==> src/rtl/inst_fetch.sv <==
// rtl/inst_fetch.sv - instruction fetch stage assembling 32-bit words from a byte-wide memory port
module inst_fetch #(
    parameter logic [31:0] RESET_PC = 32'h00000000,
    parameter logic [31:0] NOP_INST = 32'h00000013
) (
    input  logic        clk,
    input  logic        rst,
    input  logic        stall,
    input  logic        br,
    input  logic [31:0] br_addr,
    output logic        mem_req,
    output logic [31:0] mem_addr,
    input  logic [7:0]  mem_rdata,
    input  logic        mem_ready,
    output logic        if_valid,
    output logic [31:0] if_pc,
    output logic [31:0] if_inst
);

    typedef enum logic {
        S_FETCH = 1'b0,
        S_HOLD  = 1'b1
    } state_t;

    state_t      state;
    logic [31:0] pc;
    logic [1:0]  byte_cnt;
    logic [23:0] lane_buf;
    logic [31:0] hold_inst;

    // Request bytes only while collecting; the address walks the four lanes of the current word
    always_comb begin
        mem_req  = (state == S_FETCH) && !rst;
        mem_addr = pc + {30'd0, byte_cnt};
    end

    // Fetch/hold sequencing; a redirect outranks everything and drops any in-flight work
    always_ff @(posedge clk) begin
        if (rst) begin
            state     <= S_FETCH;
            pc        <= RESET_PC;
            byte_cnt  <= 2'd0;
            lane_buf  <= 24'd0;
            hold_inst <= NOP_INST;
            if_valid  <= 1'b0;
            if_inst   <= NOP_INST;
            if_pc     <= 32'd0;
        end else if (br && !stall) begin
            pc       <= {br_addr[31:2], 2'b00};
            byte_cnt <= 2'd0;
            state    <= S_FETCH;
            if_valid <= 1'b0;
            if_inst  <= NOP_INST;
        end else begin
            if_valid <= 1'b0;
            if_inst  <= NOP_INST;
            case (state)
                S_FETCH: begin
                    if (mem_ready) begin
                        if (byte_cnt != 2'd3) begin
                            lane_buf[8*byte_cnt +: 8] <= mem_rdata;
                            byte_cnt                  <= byte_cnt + 2'd1;
                        end else begin
                            byte_cnt <= 2'd0;
                            if (!stall) begin
                                if_valid <= 1'b1;
                                if_inst  <= {mem_rdata, lane_buf};
                                if_pc    <= pc;
                                pc       <= pc + 32'd4;
                            end else begin
                                hold_inst <= {mem_rdata, lane_buf};
                                state     <= S_HOLD;
                            end
                        end
                    end
                end
                S_HOLD: begin
                    if (!stall) begin
                        if_valid <= 1'b1;
                        if_inst  <= hold_inst;
                        if_pc    <= pc;
                        pc       <= pc + 32'd4;
                        state    <= S_FETCH;
                    end
                end
                default: state <= S_FETCH;
            endcase
        end
    end

endmodule
==> config.mk <==
export PLATFORM = sky130hd
export DESIGN_NAME = inst_fetch
export DESIGN_NICKNAME = d
export VERILOG_FILES = /design/src/rtl/inst_fetch.sv
export SDC_FILE = /design/constraint.sdc
export NUM_CORES = 1
export LEC_CHECK = 0
export ABC_AREA = 1
export CAP_MARGIN = 0
export CORE_MARGIN = 1
export CORE_UTILIZATION = 63
export DETAILED_ROUTE_END_ITERATION = 10
export DONT_BUFFER_PORTS = 1
export GPL_ROUTABILITY_DRIVEN = 0
export PLACE_DENSITY_LB_ADDON = 0.05
export SYNTH_ARGS = -nofsm -noshare
export SYNTH_HDL_FRONTEND = slang
export SYNTH_SLANG_ARGS = --single-unit
==> constraint.sdc <==
create_clock -name clk -period 2.2 [get_ports clk]
set_input_delay 0.22 -clock clk [delete_from_list [all_inputs] [get_ports clk]]
set_output_delay 0.22 -clock clk [all_outputs]
set_load 0.1 [all_outputs]
==> flow_metrics.tcl <==
set metrics [dict create \
    power_density_mw_per_mm2 778 \
    routed_via_density 5.90 \
    setup_viol 0 \
    ctsRootBufferMaster "clkbuf_8" \
    fin_skew_ns 0.00960 \
    status "finished clean" \
    r2r-end "pc[9]" \
    syn2layout_area_growth_pct 28.0 \
    insertion_delay_ns 0.54 \
    hold_viol 0 \
    firstDrtPassIters 8 \
    crit_path_start_kind "register" \
    core-area_mm2 0.00982 \
    ys_warn_count 0 \
    ys_seq_area_share_pct 47.3 \
    synth_seq_cells 152 \
    fmax_ghz 0.495 \
    cap_viol_max_count 0 \
    timing.critical_path.from "byte_cnt[1]" \
    ios 143 \
    route.vias.total 6931 \
    drive_above_1_share_pct 16.2 \
    drt_iter0_markers 568 \
    rr_startpoint "byte_cnt[1]" \
    total_power_uw 6410 \
    setup.worst_path.end "pc[9]" \
    ff2ff_setup_slack_ns 0.18 \
    p_leak_uw 0.00345 \
    cts_tree "built" \
    cts_setup_buffers 0 \
    wl_per_cell_um 17.1 \
    irDropWorstVdd_mv 0.536 \
    critPathArrivalTime_ns 2.51 \
    drt-total-wl_um 20100 \
    cp_max_fo 36 \
    grt_remaining_overflow 0 \
    grt_max_degree 47 \
    cts_buffer_depth 2 \
    end_kind "register" \
    slew_headroom_pct 28.4 \
    layoutNonFillerInstCount 1174 \
    antenna_found_initial 2 \
    numCtsBuffers 17 \
    synth.cell_area_mm2 0.00643 \
    worst-r2r-cell-count 10 \
    htree_levels 4 \
    fill_cells 637 \
    drc 0 \
    fin_hold_ws_ns 0.0244 \
    hold_path_class "input port to register" \
    nNetsFinal 1076 \
    die_area_mm2 0.0106 \
    placed_cells 1097 \
    fp.dieH_um 103 \
    portBuffers 0 \
    period_share_pct 91.8 \
    tns_ns 0 \
    clock_sinks 152 \
    start_util_pct 65.5 \
    cp.required_ns 2.69 \
    fin_util_pct 83.9 \
    grt_first_pass_wirelength_um 31400 \
    tightest_slew_ns 1.07 \
    grt_pass1_vias 6413 \
    drv_slew 0 \
    num_rows 36 \
    syn_inst 900 \
    period_minus_slack_ns 2.02 \
    dp_hpwl_um 12000 \
    synth_cell_types 39 \
    syn_avg_cell_area_um2 7.15 \
    ant_nets 0 \
    rsz0062_at_grt "no" \
    critical_path_class "register to register" \
    path_clk_slew_ns 0.06 \
    die_w_um 103 \
    grt_use_total_pct 39.0 \
]
[repair_timing]
action	4_1_cts	5_1_grt
setup endpoints to repair	0	1
hold endpoints to repair	81	0
resized for setup	0	1
hold buffers	42	0
[final cells by class]
type	count	area, µm²	share of cell area (%)
clock buffers	21	439	5.33
inverters	46	173	2.10
multi-input cells	656	3000	36.4
well taps	133	166	2.02
diodes	3	7.51	0.0911
clock inverters	11	145	1.76
flip-flops and latches	152	3050	37.0
repair buffers	152	1260	15.3
[placed cells by master, fill, tap and decap left out, types with 6 or more instances in the layout]
master	count
nand2_1	235
dfxtp_1	148
nor2_1	143
buf_4	109
a21oi_1	79
o21ai_0	66
nand3_1	59
inv_1	41
dlygate4sd3_1	41
nand4_1	16
clkbuf_16	16
ha_1	6
[through the flow]
| stage | instance area, µm² | setup WS, ns |
|---|---|---|
| after floorplan | 6440 | 0.0834 |
| after global placement | 7210 | 0.275 |
| after detailed placement | 7210 | 0.212 |
| after CTS | 8230 | 0.168 |
| after global routing | 8230 | 0.0238 |
| final | 8240 | 0.181 |
[power by group]
group / switching (µW) / internal [µW]
Combinational: 489 / 162
Sequential: 38.0 / 2800
Clock: 1160 / 1760
Total: 1690 / 4720
[cells in the mapped netlist]
master	count	area, µm²
a21boi_0	1	7.51
nor3_1	5	25.0
conb_1	1	3.75
buf_6	3	33.8
nor2_2	4	25.0
xnor2_1	2	17.5
o21ai_1	5	25.0
o21bai_1	1	7.51
o21ai_2	1	8.76
nand2_1	235	882
or2_1	1	6.26
a211oi_1	1	7.51
clkinv_1	1	3.75
nand2_4	1	11.3
inv_1	41	154
clkbuf_1	27	101
dfxtp_1	152	3040
ha_1	6	75.1
nor2_1	144	541
buf_2	14	70.1
o211a_1	1	10.0
buf_4	3	22.5
o211ai_1	2	15.0
a31oi_1	5	31.3
o21ai_0	66	330
nand3_1	59	295
nor3_4	1	16.3
a21oi_1	79	395
and3_1	1	6.26
nand2_2	5	31.3
nand3_4	1	17.5
nand4_1	16	100
a22oi_1	1	7.51
nor2_4	4	45.0
a211oi_2	1	12.5
and2_1	1	6.26
nor3_2	1	10.0
o22ai_1	3	18.8
inv_2	4	15.0
[registers in the layout, summed over array words and instances, names as in the netlist]
signal and count:
byte_cnt 2, hold_inst 32, if_inst 32, if_pc 30, if_valid 1, lane_buf 24
pc 30, state 1
[worst max-delay path: stages, from the launching register on]
cell and delay [ns]:
dfxtp_2 0.33, ha_1 0.27, nand3_4 0.13, nand2_4 0.21, nand2_2 0.22, inv_1 0.15, buf_6 0.27, o21ai_0 0.15
nand3_1 0.10, nand3_1 0.06, inv_1 0.06
[kinds of logic (layout without fill, tap and decap cells)]
group	count (synthesis)	count (layout)	synth area share, %
and+or+nand+nor	479	479	31.4
xor gates and xnor gates	2	2	0.272
adders and majority gates	6	6	1.17
AOI/OAI and AO/OA	167	167	13.6
DFF	152	152	47.3
buffers and inverters	93	230	6.22
other	1	5	0.0583
[how the worst min path moves through the flow]
| stage | slack (ns) | startpoint | depth (start not counted) | to |
|---|---|---|---|---|
| floorplan | 0.35 | mem_rdata[0] | 2 | hold_inst[24] |
| global route | 0.02 | rst | 2 | pc[22] |
| detailed placement | 0.30 | rst | 1 | pc[28] |
| global placement | 0.30 | rst | 1 | pc[3] |
| finish | 0.02 | rst | 2 | lane_buf[9] |
| CTS | 0.003 | rst | 2 | pc[24] |
[layer usage]
| layer | vias up | share of wire [%] | global-route usage (%) | routed length (µm) |
|---|---|---|---|---|
| met3 | 113 | 9.6 | 11.7 | 1930 |
| met4 | 0 | 5.3 | 24.8 | 1070 |
| met1 | 3202 | 35 | 41.2 | 7010 |
| met2 | 437 | 50 | 67.9 | 10000 |
| li1 | 3179 | - | - | - |
| met5 | - | 0 | 0 | 0 |
Power figures use the tool's default switching activity.
